### src/rtl/rx_merge_logic.sv
// rx_merge_logic: drains the D0/D1 output FIFOs, merges both streams round-robin into a
// registered valid/ready buffer, and tracks per-source word counts and FSM status.
module rx_merge_logic #(
  parameter int DATA_WIDTH = 6,
  parameter int BUF_DEPTH  = 4,
  parameter int CNT_WIDTH  = 8
) (
  input  logic                  clk,
  input  logic                  reset,
  input  logic                  init,
  input  logic                  empty_fifo_D0,
  input  logic                  empty_fifo_D1,
  input  logic [DATA_WIDTH-1:0] data_out_D0,
  input  logic [DATA_WIDTH-1:0] data_out_D1,
  input  logic                  error_D0,
  input  logic                  error_D1,
  input  logic                  out_ready,
  output logic                  D0_pop,
  output logic                  D1_pop,
  output logic [DATA_WIDTH-1:0] data_out,
  output logic                  out_valid,
  output logic                  out_src,
  output logic [CNT_WIDTH-1:0]  count_D0,
  output logic [CNT_WIDTH-1:0]  count_D1,
  output logic                  error_out,
  output logic                  active_out,
  output logic                  idle_out
);

  localparam int PTR_W = $clog2(BUF_DEPTH);
  localparam int OCC_W = PTR_W + 1;
  localparam logic [OCC_W:0] DEPTH_L = (OCC_W+1)'(BUF_DEPTH);

  typedef enum logic [2:0] {
    ST_RESET  = 3'd0,
    ST_INIT   = 3'd1,
    ST_IDLE   = 3'd2,
    ST_ACTIVE = 3'd3,
    ST_ERROR  = 3'd4
  } state_t;

  state_t                r_state;
  state_t                w_next_state;
  logic [DATA_WIDTH:0]   r_buf [BUF_DEPTH];
  logic [PTR_W-1:0]      r_wr_ptr;
  logic [PTR_W-1:0]      r_rd_ptr;
  logic [OCC_W-1:0]      r_occ;
  logic                  r_inflight;
  logic                  r_inflight_src;
  logic                  r_rr_d1;
  logic [CNT_WIDTH-1:0]  r_cnt_d0;
  logic [CNT_WIDTH-1:0]  r_cnt_d1;
  logic [OCC_W:0]        w_credit;
  logic                  w_pop_ok;
  logic                  w_idle_cond;
  logic                  w_flush;
  logic                  w_out_pop;
  logic [DATA_WIDTH-1:0] w_cap_data;

  // State register
  always_ff @(posedge clk) begin
    if (reset) begin
      r_state <= ST_RESET;
    end else begin
      r_state <= w_next_state;
    end
  end

  // Next-state logic; init outranks any pending FIFO error
  always_comb begin
    w_idle_cond  = empty_fifo_D0 & empty_fifo_D1 & (r_occ == '0) & ~r_inflight;
    w_next_state = r_state;
    if (init) begin
      w_next_state = ST_INIT;
    end else begin
      case (r_state)
        ST_RESET:  w_next_state = ST_IDLE;
        ST_INIT:   w_next_state = ST_IDLE;
        ST_IDLE:   w_next_state = (error_D0 | error_D1) ? ST_ERROR :
                                  (w_idle_cond ? ST_IDLE : ST_ACTIVE);
        ST_ACTIVE: w_next_state = (error_D0 | error_D1) ? ST_ERROR :
                                  (w_idle_cond ? ST_IDLE : ST_ACTIVE);
        ST_ERROR:  w_next_state = ST_ERROR;
        default:   w_next_state = ST_RESET;
      endcase
    end
  end

  // Outputs: pop arbitration under buffer credit, status decode, buffer head
  always_comb begin
    w_credit = {1'b0, r_occ} + {{OCC_W{1'b0}}, r_inflight};
    if ((r_state == ST_IDLE) || (r_state == ST_ACTIVE)) begin
      w_pop_ok = (w_credit < DEPTH_L);
    end else begin
      w_pop_ok = 1'b0;
    end
    D0_pop     = w_pop_ok & ~empty_fifo_D0 & (empty_fifo_D1 | ~r_rr_d1);
    D1_pop     = w_pop_ok & ~empty_fifo_D1 & (empty_fifo_D0 | r_rr_d1);
    error_out  = (r_state == ST_ERROR);
    active_out = (r_state == ST_ACTIVE);
    idle_out   = (r_state == ST_IDLE);
    out_valid  = (r_occ != '0);
    if (out_valid) begin
      data_out = r_buf[r_rd_ptr][DATA_WIDTH-1:0];
      out_src  = r_buf[r_rd_ptr][DATA_WIDTH];
    end else begin
      data_out = '0;
      out_src  = 1'b0;
    end
    count_D0   = r_cnt_d0;
    count_D1   = r_cnt_d1;
    w_out_pop  = out_valid & out_ready;
    w_flush    = init | (r_state == ST_INIT);
    w_cap_data = r_inflight_src ? data_out_D1 : data_out_D0;
  end

  // Datapath: in-flight tracking, capture into the buffer tail, head retire, counters
  always_ff @(posedge clk) begin
    if (reset || w_flush) begin
      for (int i = 0; i < BUF_DEPTH; i++) begin
        r_buf[i] <= '0;
      end
      r_wr_ptr       <= '0;
      r_rd_ptr       <= '0;
      r_occ          <= '0;
      r_inflight     <= 1'b0;
      r_inflight_src <= 1'b0;
      r_rr_d1        <= 1'b0;
      r_cnt_d0       <= '0;
      r_cnt_d1       <= '0;
    end else begin
      r_inflight     <= D0_pop | D1_pop;
      r_inflight_src <= D1_pop;
      if (D0_pop | D1_pop) begin
        r_rr_d1 <= D0_pop;
      end
      if (r_inflight) begin
        r_buf[r_wr_ptr] <= {r_inflight_src, w_cap_data};
        r_wr_ptr        <= r_wr_ptr + PTR_W'(1'b1);
        if (r_inflight_src) begin
          r_cnt_d1 <= r_cnt_d1 + CNT_WIDTH'(1'b1);
        end else begin
          r_cnt_d0 <= r_cnt_d0 + CNT_WIDTH'(1'b1);
        end
      end
      if (w_out_pop) begin
        r_rd_ptr <= r_rd_ptr + PTR_W'(1'b1);
      end
      r_occ <= r_occ + OCC_W'(r_inflight) - OCC_W'(w_out_pop);
    end
  end

endmodule

### config.mk
export PLATFORM = sky130hd
export DESIGN_NAME = rx_merge_logic
export DESIGN_NICKNAME = d
export VERILOG_FILES = /design/src/rtl/rx_merge_logic.sv
export SDC_FILE = /design/constraint.sdc
export NUM_CORES = 1
export LEC_CHECK = 0
export CAP_MARGIN = 20
export CORE_UTILIZATION = 45
export DETAILED_ROUTE_END_ITERATION = 8
export GPL_TIMING_DRIVEN = 0
export PLACE_DENSITY = 0.72
export SYNTH_ARGS = -nofsm -noshare
export SYNTH_HDL_FRONTEND = slang
export SYNTH_SLANG_ARGS = --single-unit
### constraint.sdc
create_clock -name clk -period 3 [get_ports clk]
set_clock_uncertainty 0.05 [all_clocks]
set_input_delay 0.45 -clock clk [delete_from_list [all_inputs] [get_ports clk]]
set_output_delay 0.45 -clock clk [all_outputs]
set_load 0.1 [all_outputs]
==> results of run 1 <==
area by class of cell:
cell class	instances	area [µm²]
timing repair buffer	48	469
multi-input combinational	163	1130
inverter	8	30.0
tap	72	90.1
buffer	12	68.8
fill	506	2200
sequential	59	1460
clock buffer	12	145
clock inverter	4	17.5
repair_timing:
action / 4_1_cts / 5_1_grt
endpoints found under the setup margin: 9 / 0
hold buffers: 0 / 0
resized for setup: 9 / 0
synthesized netlist by cell type (2+ instances only):
master / instances
a21oi_1: 5
a31o_2: 2
a31oi_1: 2
and2_1: 8
and3_1: 4
buf_2: 7
buf_4: 2
dfxtp_1: 31
edfxtp_1: 28
ha_1: 5
inv_1: 8
mux2i_1: 7
mux4_2: 7
nand2_1: 10
nand3_1: 6
nand4_1: 6
nor2_1: 52
nor2b_1: 3
nor3_1: 4
nor4_1: 2
o21ai_0: 2
or3_1: 4
xnor2_1: 7
xor2_1: 11
metrics by stage:
step,cells,hold WS (ps),cell area (µm²),total power [W]
finish,378,452,3410,0.00160
global route,378,487,3410,0.00166
CTS,378,455,3410,0.00161
detailed placement,362,445,3260,0.00101
global placement,362,441,3260,0.00101
floorplan,242,404,2690,0.000957
registers in the layout (all words and copies together) (netlist names), named ones only:
register,cells
r_buf,28
count_D0,8
count_D1,8
r_occ,3
r_state,3
r_rd_ptr,2
r_wr_ptr,2
r_inflight,1
r_inflight_src,1
r_rr_d1,1
critical path, cell delays in order (launching register included):
cell           delay, ps
dfxtp_1              350
ha_1                 210
a31oi_1              250
nand2_1              170
nor3_2               170
dlygate4sd2_1        870
layer usage:
| metal | vias up | part of all wire (%) | routed length, µm | track usage [%] |
|---|---|---|---|---|
| met3 | 8 | 5.1 | 269 | 6.55 |
| met5 | - | 0 | 0 | 0 |
| met1 | 896 | 46 | 2470 | 23.9 |
| met4 | 0 | 1.3 | 70 | 7.64 |
| li1 | 965 | - | - | - |
| met2 | 46 | 47 | 2510 | 29.9 |
cells by family after synthesis:
kind of cell	Yosys count	share of synthesized area [%]
buffers and inverters	20	3.69
flip-flops	59	54.5
AND/OR/NAND/NOR	108	20.1
AO/OA/AOI/OAI	17	4.20
multiplexers	14	8.50
XOR/XNOR	18	5.88
adder cells (fa/ha/maj)	6	3.08
report_power, final:
part           switching [W]  total (W)  leakage (nW)  internal, W
clock network       0.000294   0.000608        0.0852     0.000314
registers         0.00000780   0.000871         0.568     0.000863
logic              0.0000685   0.000118         0.633    0.0000492
final timing paths:
path	end	slack, ps	cells after the start
worst max-delay path	D0_pop	160	5
worst min register to register	count_D1[1]	450	2
worst min-delay path	count_D1[1]	450	2
worst max register to register	r_occ[2]	710	10
==> impl_metrics.json, run 1 <==
{
  "synth_seq_cells": 59,
  "peakVddDrop_mv": 0.235,
  "cts_max_path_buffers": 2,
  "fin_nets": 327,
  "class_of_the_worst_hold_path": "register to register",
  "static-leakage-power_nw": 1.29,
  "final_layout_size_suffix_gt1_share_pct": 12.7,
  "die_w_um": 79.2,
  "grt_overflow_total": 0,
  "timing.final.crit_share_pct": 94.7,
  "start_util_pct": 47.8,
  "drtIter0Drc": 84,
  "worst_setup_path_end_kind": "output port",
  "finalMaxSlewViolations": 0,
  "clock-sinks": 59,
  "finish.utilization_pct": 60.8,
  "place.gp.congestion": 0.743,
  "wl_per_cell_um": 14.1,
  "final_hold_viol_count": 0,
  "worst_hold_startpoint": "count_D1[1]",
  "mappedNetlistArea_mm2": 0.00268,
  "ioPinCount": 49,
  "num_vias": 1915,
  "worstPathArrival_ps": 2340,
  "fmax_mhz": 352,
  "viasPerCell": 5.07,
  "cts_setup_buffers": 0,
  "synth.avg_cell_area_um2": 11.1,
  "placeableCoreArea_mm2": 0.00561,
  "first_global_vias": 1804,
  "ffs_w_async_s_r_synth_pct": 0,
  "maxCapViolCount": 0,
  "final_common_cell": "nor2_1",
  "setup_repair_after_global_routing_missed_its_margin": "false",
  "layout-area-overhead-vs-synth_pct": 27.3,
  "synth.top_cells.by_area": "edfxtp_1, dfxtp_1, nor2_1, mux4_2, xor2_1",
  "synth_warnings": 0,
  "largest_net_degree_at_the_start_of_global_routing": 11,
  "root_buffer": "clkbuf_8",
  "minimum_setup_slack_in_the_final_design_ps": 160,
  "antenna-diode-count": 0,
  "synthCells": 242,
  "cts_made_buffers": 9,
  "timing.critical_path.fanout_max": 4,
  "grt_antenna_before_repair": 0,
  "rr_startpoint": "r_occ[0]",
  "mappedNetlistNets": 268,
  "routed_wl_mm": 5.32,
  "report.final.setup_viol": 0,
  "drc": 0,
  "timing.final.crit_period_ps": 2840,
  "firstDrtPassIters": 4,
  "max_slew_margin_pct": 34.8,
  "critical_path.startpoint_type": "register",
  "dieArea_mm2": 0.00627,
  "synth_top_cell_by_area": "edfxtp_1",
  "total_routing_usage_gr_pct": 19.0,
  "worstSkewPairLatency_ps": 330,
  "path_class": "register to output port",
  "power_per_cell_area_mw_per_mm2": 468,
  "detail_route_antenna_nets": 0,
  "dpl.hpwl_mm": 3.63,
  "finalSetupTns_ps": 0,
  "layout_common_cells": "nor2_1, clkdlybuf4s50_1, dfxtp_1, edfxtp_1, xor2_1",
  "synth-edff-count": 28,
  "cts.clk_slew.worst_paths_ps": 60,
  "share_of_the_synthesized_area_in_the_top_cell_type_pct": 31.4,
  "htreeDepth": 3,
  "synth.yosys.seq_area_share_pct": 54.5,
  "grt_pass1_wl_mm": 8.77,
  "placement.setup.worst_slack_ps": 162,
  "port_buffers": 48,
  "timing.critical_path.from": "r_occ[1]",
  "synthFlopType": "dfxtp_1",
  "die_height_um": 79.2,
  "placement_rows": 27,
  "run_status": "finished, final reports clean",
  "synth_cell_types": 43,
  "tritoncts": "done",
  "pin_slew_with_the_least_headroom_to_its_limit_ps": 975,
  "worst_ep_required_time_ps": 2500
}
(Power assumes the default switching activity.)
==> inputs of run 2 (changes only) <==
- SKIP_CTS_REPAIR_TIMING: default -> 1
==> run 2 against run 1 <==
Die area unchanged. Final cell count unchanged. Highest routed layer unchanged. Critical endpoint unchanged. Largest cell class unchanged. Combinational power hardly changed. First-iteration DRC count is 13% higher. Non-clock buffer count is the same. Critical path depth stayed put. Largest power group unchanged. Register-to-register slack is essentially flat.
==> impl_metrics.json, run 2 (synthesis gave the netlist of run 1 again) <==
{
  "run_status": "finished, final reports clean",
  "worstPathArrival_ps": 2230,
  "worst_hold_startpoint": "count_D1[1]",
  "setup_repair_after_global_routing_missed_its_margin": "false",
  "layout_common_cells": "nor2_1, clkdlybuf4s50_1, dfxtp_1, edfxtp_1, xor2_1",
  "timing.final.crit_share_pct": 91.1,
  "timing.critical_path.fanout_max": 4,
  "port_buffers": 48,
  "routed_wl_mm": 5.32,
  "die_height_um": 79.2,
  "path_class": "register to output port",
  "final_common_cell": "nor2_1",
  "antenna-diode-count": 0,
  "wl_per_cell_um": 14.1,
  "final_layout_size_suffix_gt1_share_pct": 12.7,
  "grt_antenna_before_repair": 0,
  "drtIter0Drc": 95,
  "start_util_pct": 47.8,
  "power_per_cell_area_mw_per_mm2": 463,
  "layout-area-overhead-vs-synth_pct": 28.6,
  "class_of_the_worst_hold_path": "register to register",
  "numPlacedInstances": 362,
  "first_global_vias": 1800,
  "ioPinCount": 49,
  "worst_setup_path_end_kind": "output port",
  "cts.clk_slew.worst_paths_ps": 60,
  "num_vias": 1934,
  "root_buffer": "clkbuf_8",
  "largest_net_degree_at_the_start_of_global_routing": 11,
  "placement.setup.worst_slack_ps": 162,
  "post-layout-total-power_w": 0.00160,
  "largest_register_ff_count": 28,
  "static-leakage-power_nw": 1.41,
  "placement_rows": 27,
  "timing.final.crit_period_ps": 2730,
  "register_with_the_most_flip_flops": "r_buf",
  "dpl.hpwl_mm": 3.63,
  "dieArea_mm2": 0.00627,
  "fin_nets": 327,
  "clock-sinks": 59,
  "report.final.setup_viol": 0,
  "firstDrtPassIters": 4,
  "fin_cells": 378,
  "finalMaxSlewViolations": 0,
  "total_routing_usage_gr_pct": 19.0,
  "die_w_um": 79.2,
  "critical_path.startpoint_type": "register",
  "minimum_setup_slack_in_the_final_design_ps": 268,
  "grt_pass1_wl_mm": 8.76,
  "peakVddDrop_mv": 0.235,
  "cts_made_buffers": 9,
  "rr_startpoint": "r_occ[0]",
  "timing.critical_path.from": "r_occ[1]",
  "place.gp.congestion": 0.743,
  "grt_overflow_total": 0,
  "detail_route_antenna_nets": 0,
  "tritoncts": "done",
  "drc": 0,
  "fmax_mhz": 366,
  "max_slew_margin_pct": 34.8,
  "cts_max_path_buffers": 2,
  "worstSkewPairLatency_ps": 330,
  "placeableCoreArea_mm2": 0.00561,
  "htreeDepth": 3,
  "maxCapViolCount": 0,
  "holdWs_ps": 452,
  "finish.utilization_pct": 61.4,
  "viasPerCell": 5.12,
  "worst_ep_required_time_ps": 2500,
  "pin_slew_with_the_least_headroom_to_its_limit_ps": 975,
  "final_hold_viol_count": 0
}
-- run 2: cell count changes in the layout (fill, tap and decap cells not counted) --
cell and delta:
dlymetal6s2s_1 +9, dlygate4sd2_1 -9
-- run 2: routing by layer --
layer	up-vias	part of all wire, %	global-route usage, %
li1	965	-	-
met1	908	46	23.8
met2	52	47	29.9
met3	9	5.9	6.55
met4	0	1.3	7.64
met5	-	0	0
-- run 2: final timing paths --
check                      to  slack [ps]  cells after the start
hold / removal    count_D1[1]         450                      2
hold reg to reg   count_D1[1]         450                      2
setup reg to reg     r_occ[2]         710                     10
setup / recovery       D0_pop         270                      5
-- run 2: power by group --
| group | internal (W) | switching, W | leakage (nW) | total, W |
|---|---|---|---|---|
| Clock | 0.000314 | 0.000293 | 0.0852 | 0.000607 |
| Combinational | 0.0000500 | 0.0000685 | 0.756 | 0.000119 |
| Sequential | 0.000863 | 0.00000768 | 0.568 | 0.000871 |
-- run 2: final cells by class --
class | count | area (µm²)
Fill cell | 500 | 2160
Sequential cell | 59 | 1460
Multi-Input combinational cell | 163 | 1130
Timing Repair Buffer | 48 | 503
Clock buffer | 12 | 145
Tap cell | 72 | 90.1
Buffer | 12 | 68.8
Inverter | 8 | 30.0
Clock inverter | 4 | 17.5
-- run 2: stage by stage --
stage                     cell area, µm²  TNS [ps]
after floorplan                     2690         0
after global placement              3260         0
after detailed placement            3260         0
after CTS                           3420      -696
after global routing                3450         0
final                               3450         0
-- run 2: worst max-delay path: stages (launching register included) --
cell,delay (ps)
dfxtp_1,350
ha_1,210
a31oi_1,250
nand2_1,160
nor3_2,170
dlymetal6s2s_1,760
